<file path="src/rtl/sa_pe_v2.sv">
// Parametrised systolic-array PE: double-buffered weights, WS/OS modes, OS column drain chain.
// Optional macro SA_PE_SAT_EN: saturating WS/OS accumulate instead of modulo-2^ACC_W wrap.
module sa_pe_v2 #(
    parameter int DATA_W = 4,
    parameter int ACC_W  = 12
) (
    input  logic              clk,
    input  logic              reset,
    input  logic              PE_enable,
    input  logic              is_signed,
    input  logic              mode,
    input  logic              load_weight,
    input  logic              weight_swap,
    input  logic              drain,
    input  logic              valid_left,
    input  logic [DATA_W-1:0] input_left,
    input  logic [ACC_W-1:0]  input_top,
    output logic [DATA_W-1:0] out_right,
    output logic              valid_right,
    output logic [ACC_W-1:0]  out_bot
);

    logic [DATA_W-1:0] shadow_w;
    logic [DATA_W-1:0] active_w;
    logic [ACC_W-1:0]  acc;

    logic signed [ACC_W-1:0] ws_prod_p0;
    logic signed [ACC_W-1:0] os_prod_p0;

    // Operands are extended to ACC_W before multiplying; since ACC_W >= 2*DATA_W the
    // truncated result equals the sign/zero-extended 2*DATA_W-bit product.
    function automatic logic signed [ACC_W-1:0] ext_op(input logic [DATA_W-1:0] v,
                                                       input logic sgn);
        return {{(ACC_W-DATA_W){sgn & v[DATA_W-1]}}, v};
    endfunction

    function automatic logic signed [ACC_W-1:0] mul_ext(input logic [DATA_W-1:0] a,
                                                        input logic [DATA_W-1:0] b,
                                                        input logic sgn);
        return ext_op(a, sgn) * ext_op(b, sgn);
    endfunction

`ifdef SA_PE_SAT_EN
    function automatic logic [ACC_W-1:0] acc_add(input logic [ACC_W-1:0] a,
                                                 input logic [ACC_W-1:0] b);
        logic [ACC_W:0] sum;
        sum = {1'b0, a} + {1'b0, b};
        if (is_signed) begin
            if ((a[ACC_W-1] == b[ACC_W-1]) && (sum[ACC_W-1] != a[ACC_W-1]))
                return a[ACC_W-1] ? {1'b1, {(ACC_W-1){1'b0}}} : {1'b0, {(ACC_W-1){1'b1}}};
            return sum[ACC_W-1:0];
        end
        return sum[ACC_W] ? {ACC_W{1'b1}} : sum[ACC_W-1:0];
    endfunction
`else
    function automatic logic [ACC_W-1:0] acc_add(input logic [ACC_W-1:0] a,
                                                 input logic [ACC_W-1:0] b);
        return a + b;
    endfunction
`endif

    assign ws_prod_p0 = mul_ext(input_left, active_w, is_signed);
    assign os_prod_p0 = mul_ext(input_left, input_top[DATA_W-1:0], is_signed);

    // Single register stage: every output and all PE state update here.
    always_ff @(posedge clk or negedge reset) begin
        if (!reset) begin
            out_right   <= '0;
            valid_right <= 1'b0;
            out_bot     <= '0;
            shadow_w    <= '0;
            active_w    <= '0;
            acc         <= '0;
        end else if (PE_enable) begin
            out_right   <= input_left;
            valid_right <= valid_left;
            if (weight_swap)
                active_w <= shadow_w;
            if (load_weight) begin
                shadow_w <= input_top[DATA_W-1:0];
                out_bot  <= {{(ACC_W-DATA_W){1'b0}}, shadow_w};
            end else if (!mode) begin
                out_bot <= valid_left ? acc_add(input_top, ws_prod_p0) : input_top;
            end else if (drain) begin
                out_bot <= acc;
                acc     <= input_top;
            end else begin
                out_bot <= input_top;
                if (valid_left)
                    acc <= acc_add(acc, os_prod_p0);
            end
        end
    end

endmodule

</file>
<file path="config.mk">
export PLATFORM = sky130hd
export DESIGN_NAME = sa_pe_v2
export DESIGN_NICKNAME = d
export VERILOG_FILES = /design/src/rtl/sa_pe_v2.sv
export SDC_FILE = /design/constraint.sdc
export NUM_CORES = 1
export LEC_CHECK = 0
export ABC_AREA = 0
export BUFFER_PORTS_ARGS = -buffer_cell sky130_fd_sc_hd__buf_4
export CAP_MARGIN = 20
export CORE_ASPECT_RATIO = 0.8
export CORE_UTILIZATION = 38
export CTS_CLUSTER_DIAMETER = 80
export DETAILED_ROUTE_END_ITERATION = 8
export GPL_ROUTABILITY_DRIVEN = 0
export PLACE_DENSITY = 0.66
export SYNTH_ARGS = -nofsm -noshare
export SYNTH_HDL_FRONTEND = slang
export SYNTH_SLANG_ARGS = --single-unit
</file>
<file path="constraint.sdc">
create_clock -name clk -period 11.6 [get_ports clk]
set_input_delay 2.32 -clock clk [delete_from_list [all_inputs] [get_ports clk]]
set_output_delay 2.32 -clock clk [all_outputs]
set_load 0.02 [all_outputs]
</file>
# Word level (Yosys, flattened, before mapping)
# Index checks and enable logic that the tools add are counted.
[classes] addsub=2 n_mul=2 muxes=6 bitwise=4 n_reduce_logical=4
[op_table] cell="12-bit 2-to-1 mux" count=6
[op_table] cell="12-bit adder" count=2
[op_table] cell="5-bit by 5-bit multiplier with 10-bit output" count=2
[op_table] cell="2-bit AND reduction" count=2
[op_table] cell="4-bit AND reduction" count=1
[op_table] cell="1-bit AND" count=3
[op_table] cell="2-bit nonzero test" count=1
[op_table] cell="1-bit inverter" count=1
[totals] reg_bits=37 in_bits=25 word_cells=24

# Logic depth before layout (Yosys ltp)
# Gate-level depths: netlist (run 1).
[logic_depth] depth_word=6 ltp_mapped=22 depth_no_buf=21

# Least setup slack after synthesis (run 1)
# OpenSTA, ideal clock, no wires.
[synth_path] kind="input to register" from="in is_signed" to="reg out_bot[11]" setup_time_ps=126 arrival_time_ps=7113 t_required_ps=11474 path_slack_ps=4360 path_stages=20 n_path_buf=1 cell_sequence="clkbuf_1 nand2_1 or2_1 fa_1 fa_1 fa_1 inv_1 fa_1 a21o_1 a21oi_1 o21bai_1 a21oi_1 xnor2_2 ha_1 a21o_1 a21oi_1 o21ai_0 xor2_1 mux2i_1 a311o_1"
[synth_between] elab_chain_len=6 word_cells_on_any_way=7
[synth_rtl] item="start: declaration" line="10" text="input logic is_signed,"
[synth_rtl] item="1-bit AND" line="34" text="return {{(ACC_W-DATA_W){sgn & v[DATA_W-1]}}, v};"
[synth_rtl] item="5-bit by 5-bit multiplier with 10-bit output *" line="40" text="return ext_op(a, sgn) * ext_op(b, sgn);"
[synth_rtl] item="12-bit adder *" line="58" text="return a + b;"
[synth_rtl] item="12-bit 2-to-1 mux *" line="83" text="out_bot <= valid_left ? acc_add(input_top, ws_prod_p0) : input_top;"
[synth_rtl] item="12-bit 2-to-1 mux *" line="82" text="end else if (!mode) begin"
[synth_rtl] item="12-bit 2-to-1 mux *" line="79" text="if (load_weight) begin"
[synth_rtl] item="end signal: assignment" line="81" text="out_bot <= {{(ACC_W-DATA_W){1'b0}}, shadow_w};"
[synth_rtl] item="end signal: assignment" line="83"
[synth_rtl] item="end signal: assignment" line="88" text="out_bot <= input_top;"
[synth_rtl] item="end: declaration" line="20" text="output logic [ACC_W-1:0] out_bot"
# Every way passes the cells marked *; elsewhere a longest branch is shown, timed or not.
# A chain may end at the register's enable or synchronous reset.

# Worst setup path in the final report (run 1)
# Same ends and word-level chain as after synthesis.

==> impl_metrics.csv, run 1 <==
group,metric,value,unit
detailed_routing,routed_via_density,5.27,
timing,clock_skew,0.00584,ns
detailed_routing,first_iter_violations,183,
synthesis,netlist.top_cell.by_area,"dfrtp_1",
flow_run,maxCapViolCount,0,
critical_path,worstPathArrival,7.32,ns
clock_network,clk_latency,0.28,ns
floorplanning,die_h,99.9,um
synthesis,synth_commonest_cells,"inv_1 (64), ha_1 (52), a21oi_1 (41)",
status,status,"finished clean",
floorplanning,die_w,124,um
critical_path,cp_top_family,"adder cells",
detailed_routing,firstDrtPassIters,4,
floorplanning,io_pins,42,
critical_path,startpoint,"is_signed",
critical_path,worst_path_largest_cell_delay,0.54,ns
synthesis,syn_nets,626,
layout,drive_above_1_share,0.127,
global_routing,overflow,0,
layout,fillers,1105,
critical_path,path_buf_inv,2,
clock_network,tritoncts,"done",
placed_design,hpwl,8.67,mm
detailed_routing,drc,0,
critical_path,reg2reg_slack,6.16,ns
floorplanning,start_util,0.393,
critical_path,crit-reg2reg-capture,"out_bot[11]",
layout,post-route-util,0.442,
synthesis,syn_avg_cell_area,8.88,um2
timing,period_minus_slack,7.16,ns
synthesis,synth_enable_flop_cells,0,
clock_network,clockBufferDepth,2,
placed_design,port_buffers,41,
timing,finalWorstSetupSlack,4.44,ns
synthesis,async_flop_share,1.00,
synthesis,yosysTopAreaCellShare,0.203,
power,power.total,1.15,mW
layout,multi_input_area,3310,um2
critical_path,path_max_fanout,10,
floorplanning,die-area,12400,um2
global_routing,grt_pass1_wl,18.0,mm
power,power_density,225,nW/um2
clock_network,cts_max_level,2,
clock_network,cts_setup_buffers,0,
clock_network,cts.sink_count,37,
global_routing,grt_max_degree,38,
floorplanning,core_area,11600,um2
clock_network,cts_root_buf,"clkbuf_16",
timing,rsz0062_at_grt,"false",
critical_path,worstPathRequired,11.76,ns
timing,fin_crit_sh,0.617,
timing,slew_violations,0,
timing,slew_headroom,0.601,
placed_design,pre_cts_ws,4.17,ns
critical_path,worstSetupEndpoint,"out_bot[11]",
global_routing,grt_usage,0.179,
synthesis,synthFlopType,"dfrtp_1",
detailed_routing,finalWirelength,10.5,mm
global_routing,grt_antenna_before_repair,0,
clock_network,ctsHoldBuffers,0,
critical_path,reg2reg_from,"active_w[3]",
timing,finalSetupTns,0,ns
timing,tightest_slew,0.584,ns
critical_path,critPathCaptureType,"flip-flop",
synthesis,yosysSeqAreaShare,0.203,
synthesis,ys_warn_count,0,
clock_network,ctsResizeCount,0,
layout,fin_nets,656,
synthesis,yosys_register_bits,37,
synthesis,synth_cell_types,46,
synthesis,synth.most_common_cell,"inv_1",
power,leakagePower,2.50,nW
layout,diodes,0,
layout,area_growth,12.5,%
min_path,hold_path.class,"flip-flop to flip-flop",
detailed_routing,num_vias,3644,
detailed_routing,wl_per_cell,15.2,um
critical_path,critPathSlowestCell,"fa_1",
synthesis,syn_area,4560,um2
global_routing,grt_pass1_vias,3754,
floorplanning,rows,35,
synthesis,synth_area_leaders,"dfrtp_1 (20%), fa_1 (16%), ha_1 (14%)",
critical_path,startpoint_type,"input port",
timing,finalSetupViolations,0,
critical_path,crit_path_frequent_cell,"fa_1",
critical_path,path_cells,"buf_4 > nand2_1 > or2_1 > fa_1 > fa_1 > fa_1 > inv_1 > fa_1 > a21o_1 > a21oi_1 > o21bai_1 > a21oi_1 > xnor2_2 > ha_1 > a21o_1 > a21oi_1 > o21ai_0 > xor2_1 > mux2i_1 > a311o_1",
clock_network,path_clk_slew,0.05,ns
critical_path,path_depth,20,
timing,hold_viol_final,0,
layout,regArea,926,um2
power,ir_drop,0.0736,mV
synthesis,synthCells,513,
detailed_routing,ant_nets,0,
critical_path,r2r_cells,19,
timing,max_freq,140,MHz
critical_path,crit_type,"input port to flip-flop",
clock_network,numCtsBuffers,5,
registers in the layout (all words and copies together) (netlist names):
signal / count
acc: 12
out_bot: 12
active_w: 4
out_right: 4
shadow_w: 4
valid_right: 1
per-stage QoR:
stage | cells | instance area [um2] | hold slack [ns]
6_report | 692 | 5120 | 0.508
4_1_cts | 692 | 5120 | 0.510
3_5_place_dp | 684 | 4980 | 0.498
2_1_floorplan | 513 | 4560 | 0.480
3_3_place_gp | 684 | 4980 | 0.493
5_1_grt | 692 | 5120 | 0.538
worst min path at each step:
stage / slack, ns / cells past startpoint / endpoint / start
floorplan: 0.48 / 2 / acc[2] / acc[2]
global placement: 0.49 / 1 / out_bot[5] / out_bot[5]
detailed placement: 0.50 / 1 / valid_right / valid_right
CTS: 0.51 / 1 / valid_right / valid_right
global route: 0.54 / 1 / out_right[3] / out_right[3]
finish: 0.51 / 1 / valid_right / valid_right
power by group:
group          switching (mW)  total [mW]  internal, mW
clock network          0.0515       0.130        0.0788
registers              0.0343       0.199         0.165
logic                   0.445       0.825         0.379
placed cells by master (no fill, tap or decap), types with 2 or more instances in the layout:
master     instances
a21o_1            11
o221ai_1           4
a21oi_1           41
inv_1             64
clkbuf_16          5
mux2i_1            9
o22ai_1            6
nand3_1            8
ha_1              52
buf_4             42
mux2_2            15
nor2b_1            4
nand4_1            2
nand3b_1           3
nand2b_1           5
a32oi_1            2
o21ai_1           16
xor2_1             5
o211ai_1           2
and3_1             6
dfrtp_1           37
and2_1            26
xnor2_1           32
o21bai_1           4
o41ai_2            2
o21a_1             3
clkinv_2           2
o21ai_0            3
fa_1              36
nor2_1            37
or2_1              3
nand2_1           34
nor3_1             2
a211oi_1           6
a31oi_1            2
routing by layer:
metal  vias to the layer above  GRT usage  share of wire
met5                         -          0              0
met4                         0     0.0371         0.0092
met3                         8     0.0325          0.050
met2                        93      0.286           0.44
met1                      1759      0.254           0.50
li1                       1784          -              -
kinds of logic (layout without fill, tap and decap cells):
group / Yosys count / in the layout / share of synthesized area
AO/OA/AOI/OAI: 108 / 108 / 0.151
XOR/XNOR: 38 / 38 / 0.0747
adder cells (fa/ha/maj): 88 / 88 / 0.301
buffers and inverters: 84 / 115 / 0.0692
flip-flops: 37 / 37 / 0.203
multiplexers: 25 / 25 / 0.0593
AND/OR/NAND/NOR: 133 / 133 / 0.142
cell type report:
class	count	share of cell area
Tap cell	148	0.0361
Timing Repair Buffer	42	0.0615
Inverter	65	0.0476
Clock inverter	2	0.00195
Sequential cell	37	0.181
Multi-Input combinational cell	392	0.647
Clock buffer	6	0.0252
No activity file was read; power rests on OpenSTA's default activity.
==> inputs of run 2 (changes only) <==
--- a/config.mk
+++ b/config.mk
@@ -13,7 +13,7 @@
 export CTS_CLUSTER_DIAMETER = 80
 export DETAILED_ROUTE_END_ITERATION = 8
 export GPL_ROUTABILITY_DRIVEN = 0
-export PLACE_DENSITY = 0.66
+export PLACE_DENSITY = 0.68
 export SYNTH_ARGS = -nofsm -noshare
 export SYNTH_HDL_FRONTEND = slang
 export SYNTH_SLANG_ARGS = --single-unit
==> constraint.sdc (replaced) <==
create_clock -name clk -period 6.5 [get_ports clk]
set_input_delay 1.3 -clock clk [delete_from_list [all_inputs] [get_ports clk]]
set_output_delay 1.3 -clock clk [all_outputs]
set_load 0.02 [all_outputs]
==> impl_metrics.csv, run 2 (synthesized netlist as in run 1, its figures left out) <==
group,metric,value,unit
detailed_routing,finalWirelength,10.4,mm
critical_path,worstPathRequired,6.67,ns
flow_run,maxCapViolCount,0,
critical_path,crit-reg2reg-capture,"out_bot[11]",
global_routing,grt_usage,0.178,
layout,regArea,926,um2
timing,slew_headroom,0.599,
power,switchingPower,0.943,mW
layout,drive_above_1_share,0.128,
global_routing,grt_pass1_vias,3684,
timing,hold_viol_final,0,
timing,tightest_slew,0.586,ns
power,power_density,401,nW/um2
clock_network,cts.sink_count,37,
layout,area_growth,12.6,%
power,pwr-share-clk,0.115,
timing,holdWs,0.508,ns
placed_design,hpwl,8.59,mm
detailed_routing,ant_nets,0,
clock_network,clockBufferDepth,2,
min_path,hold_depth,1,
min_path,min_from,"valid_right",
timing,slew_violations,0,
critical_path,r2r_cells,19,
layout,largest_registers,"acc x12, out_bot x12",
layout,fillers,1116,
clock_network,path_clk_slew,0.06,ns
clock_network,ctsResizeCount,0,
floorplanning,rows,35,
global_routing,grt_antenna_before_repair,0,
critical_path,reg2reg_slack,1.19,ns
power,swShare,0.459,
global_routing,overflow,0,
power,p_comb_frac,0.712,
detailed_routing,routed_via_density,5.25,
layout,fin_nets,657,
status,status,"finished clean",
detailed_routing,num_vias,3641,
detailed_routing,drc,0,
layout,diodes,0,
power,p_int,1.11,mW
layout,multi_input_area,3310,um2
critical_path,critPathCaptureType,"flip-flop",
global_routing,grt_pass1_wl,17.8,mm
timing,period_minus_slack,6.07,ns
critical_path,startpoint_type,"input port",
floorplanning,die_h,99.9,um
clock_network,tritoncts,"done",
floorplanning,start_util,0.393,
clock_network,cts_root_buf,"clkbuf_16",
global_routing,grt_max_degree,38,
critical_path,reg2reg_from,"active_w[3]",
power,ir_drop,0.150,mV
placed_design,port_buffers,41,
clock_network,cts_setup_buffers,0,
layout,post-route-util,0.442,
min_path,holdPathEnd,"valid_right",
timing,fin_crit_sh,0.933,
critical_path,crit_type,"input port to flip-flop",
layout,final_cell_mix,"inv_1 (64), ha_1 (52), buf_4 (43)",
clock_network,clk_latency,0.29,ns
floorplanning,die_w,124,um
detailed_routing,first_iter_violations,218,
critical_path,path_max_fanout,10,
clock_network,ctsHoldBuffers,0,
power,leakagePower,2.51,nW
timing,finalSetupTns,0,ns
floorplanning,core_area,11600,um2
critical_path,worstPathArrival,6.23,ns
floorplanning,io_pins,42,
clock_network,numCtsBuffers,5,
power,power_frac_seq,0.173,
detailed_routing,wl_per_cell,15.1,um
timing,clock_skew,0.00296,ns
timing,max_freq,165,MHz
clock_network,cts_max_level,2,
min_path,hold_path.class,"flip-flop to flip-flop",
timing,finalSetupViolations,0,
detailed_routing,firstDrtPassIters,4,
timing,rsz0062_at_grt,"false",
layout,final_common_cell,"inv_1",
floorplanning,die-area,12400,um2
## run 2: cell count changes in the layout (fill, tap and decap cells not counted), sizes merged
cell | before | now
buf | 42 | 43
## run 2: worst max-delay path, cell delays in order
cell and delay (ns):
buf_4 0.16, nand2_1 0.17, or2_1 0.27, fa_1 0.51, fa_1 0.52, fa_1 0.55
inv_1 0.07, fa_1 0.46, a21oi_1 0.17, nor2_1 0.06, nor2_1 0.14, o21ai_0 0.13
xnor2_1 0.45, ha_1 0.38, or3_1 0.36, o211a_2 0.13, xnor2_1 0.17, nor4_1 0.06
nand3b_1 0.16
## run 2: cell type report
class,count,share of cell area
timing repair buffer,43,0.0629
tap,148,0.0361
clock buffer,6,0.0251
sequential,37,0.180
inverter,65,0.0475
clock inverter,2,0.00195
multi-input combinational,392,0.646
## run 2: power by group through the flow
stage	Sequential [mW]	Clock [mW]	Combinational [mW]
2_1_floorplan	0.369	0	1.14
3_3_place_gp	0.358	0	1.42
3_5_place_dp	0.359	0	1.47
4_1_cts	0.357	0.241	1.48
5_1_grt	0.365	0.254	1.66
6_report	0.356	0.236	1.47
## run 2: worst max-delay path by stage
| stage | start | to | cells after the start |
|---|---|---|---|
| 2_1_floorplan | is_signed | out_bot[11] | 20 |
| 3_3_place_gp | is_signed | out_bot[11] | 20 |
| 3_5_place_dp | input_top[3] | acc[11] | 19 |
| 4_1_cts | is_signed | out_bot[11] | 20 |
| 5_1_grt | input_top[3] | acc[11] | 19 |
| 6_report | input_top[3] | acc[11] | 19 |
## run 2: routing by layer
layer	vias to the layer above	track usage	wire, um
met2	98	0.285	4540
met3	9	0.0341	499
met5	-	0	0
met4	0	0.0352	98
li1	1789	-	-
met1	1745	0.253	5290
## run 2: metrics by stage
step           std cells  worst slack [ns]  power, mW  cell area [um2]
5_1_grt              693             0.147       2.28             5130
3_5_place_dp         685             0.171       1.83             4990
6_report             693             0.435       2.06             5130
3_3_place_gp         685             0.325       1.77             4990
2_1_floorplan        513             0.280       1.50             4560
4_1_cts              693             0.461       2.07             5130
==> inputs of run 3 (changes only) <==
--- a/config.mk
+++ b/config.mk
@@ -6,7 +6,7 @@
 export NUM_CORES = 1
 export LEC_CHECK = 0
 export ABC_AREA = 0
-export BUFFER_PORTS_ARGS = -buffer_cell sky130_fd_sc_hd__buf_4
+export BUFFER_PORTS_ARGS = -buffer_cell sky130_fd_sc_hd__buf_2
 export CAP_MARGIN = 20
 export CORE_ASPECT_RATIO = 0.8
 export CORE_UTILIZATION = 38
==> impl_metrics.csv, run 3 (synthesized netlist as in run 1, its figures left out) <==
group,metric,value,unit
power,leakagePower,2.48,nW
layout,largest_registers,"acc x12, out_bot x12",
global_routing,grt_usage,0.180,
floorplanning,die_h,99.9,um
detailed_routing,ant_nets,0,
layout,finalNonFillerCells,694,
critical_path,reg2reg_from,"active_w[3]",
placed_design,dpl.cell_count,687,
min_path,hold_depth,1,
critical_path,startpoint_type,"input port",
detailed_routing,dr.max_layer_used,"met4",
layout,drive_above_1_share,0.130,
timing,clock_skew,0.00539,ns
flow_run,maxCapViolCount,0,
global_routing,grt_pass1_wl,18.1,mm
timing,finalSetupTns,0,ns
clock_network,clockBufferDepth,2,
layout,multi_input_area,3310,um2
critical_path,worstPathRequired,6.67,ns
critical_path,reg2reg_slack,1.17,ns
layout,diodes,0,
clock_network,clk_latency,0.28,ns
layout,final_area,5050,um2
critical_path,critPathCaptureType,"flip-flop",
floorplanning,die-area,12400,um2
layout,post-route-util,0.435,
power,power_density,405,nW/um2
clock_network,cts.sink_count,37,
power,p_int,1.11,mW
timing,max_freq,163,MHz
power,ir_drop,0.136,mV
power,p_comb_frac,0.709,
placed_design,hpwl,8.54,mm
global_routing,overflow,0,
floorplanning,start_util,0.393,
timing,period_minus_slack,6.12,ns
critical_path,crit_type,"input port to flip-flop",
layout,regArea,926,um2
timing,rsz0062_at_grt,"false",
placed_design,placed_cell_area,4900,um2
power,pwr-share-clk,0.117,
min_path,min_from,"out_bot[5]",
power,switchingPower,0.937,mW
global_routing,grt_antenna_before_repair,0,
timing,slew_headroom,0.433,
detailed_routing,routed_via_density,5.32,
global_routing,grt_max_degree,38,
detailed_routing,wl_met1,5.09,mm
timing,slew_violations,0,
critical_path,crit-reg2reg-capture,"out_bot[11]",
detailed_routing,wl_per_cell,14.8,um
clock_network,cts_setup_buffers,0,
detailed_routing,finalWirelength,10.3,mm
layout,fin_nets,659,
floorplanning,io_pins,42,
global_routing,grt_pass1_vias,3788,
timing,fin_crit_sh,0.942,
floorplanning,core_area,11600,um2
timing,finalWorstSetupSlack,0.376,ns
timing,tightest_slew,0.850,ns
clock_network,ctsResizeCount,0,
detailed_routing,wl_met2,4.61,mm
clock_network,cts_root_buf,"clkbuf_16",
detailed_routing,drc,0,
layout,area_growth,10.8,%
clock_network,cts_max_level,2,
power,power_frac_seq,0.173,
min_path,holdPathEnd,"out_bot[5]",
critical_path,r2r_cells,19,
placed_design,port_buffers,41,
critical_path,path_max_fanout,10,
status,status,"finished clean",
layout,final_cell_mix,"inv_1 (64), ha_1 (52), a21oi_1 (41), buf_2 (41)",
floorplanning,die_w,124,um
layout,final_common_cell,"inv_1",
layout,fillers,1127,
timing,finalSetupViolations,0,
floorplanning,rows,35,
critical_path,startpoint,"is_signed",
detailed_routing,first_iter_violations,137,
placed_design,pre_cts_ws,0.0753,ns
power,swShare,0.459,
clock_network,numCtsBuffers,5,
clock_network,tritoncts,"done",
detailed_routing,firstDrtPassIters,4,
clock_network,path_clk_slew,0.05,ns
clock_network,ctsHoldBuffers,0,
timing,hold_viol_final,0,
detailed_routing,met3_length,490,um
critical_path,worstPathArrival,6.29,ns
detailed_routing,num_vias,3693,
min_path,hold_path.class,"flip-flop to flip-flop",
run 3: area by class of cell:
class                           count  share of cell area
Tap cell                          148              0.0367
Sequential cell                    37               0.183
Timing Repair Buffer               45              0.0466
Multi-Input combinational cell    392               0.657
Clock buffer                        7              0.0283
Inverter                           65              0.0483
run 3: worst max path at each step:
stage / to / depth (start not counted)
floorplan: out_bot[11] / 20
global placement: out_bot[11] / 20
detailed placement: out_bot[11] / 20
CTS: out_bot[11] / 20
global route: out_bot[11] / 20
finish: out_bot[11] / 20
run 3: layer usage:
metal / global-route usage / up-vias
met5: 0 / -
met4: 0.0352 / 0
met3: 0.0336 / 11
met2: 0.295 / 83
met1: 0.251 / 1805
li1: - / 1794
run 3: power groups by stage:
stage	Combinational, mW	Clock [mW]	Sequential [mW]
floorplan	1.14	0	0.369
global placement	1.40	0	0.355
detailed placement	1.45	0	0.357
CTS	1.46	0.246	0.354
global route	1.66	0.257	0.363
finish	1.45	0.240	0.354
run 3: critical path: stages:
cell and delay (ns):
buf_2 0.19, nand2_1 0.09, or2_1 0.24, fa_1 0.53, fa_1 0.52, fa_1 0.54
inv_1 0.07, fa_1 0.46, a21o_1 0.21, a21oi_1 0.25, o21bai_1 0.10, a21oi_1 0.23
xnor2_2 0.18, ha_1 0.34, a21o_1 0.19, a21oi_1 0.13, o21ai_0 0.12, xor2_1 0.17
mux2i_1 0.13, a311o_1 0.31
run 3: per-stage QoR:
step / total power [mW] / hold WS, ns
final: 2.04 / 0.500
after global routing: 2.28 / 0.511
after CTS: 2.06 / 0.507
after detailed placement: 1.81 / 0.490
after global placement: 1.76 / 0.487
after floorplan: 1.50 / 0.480
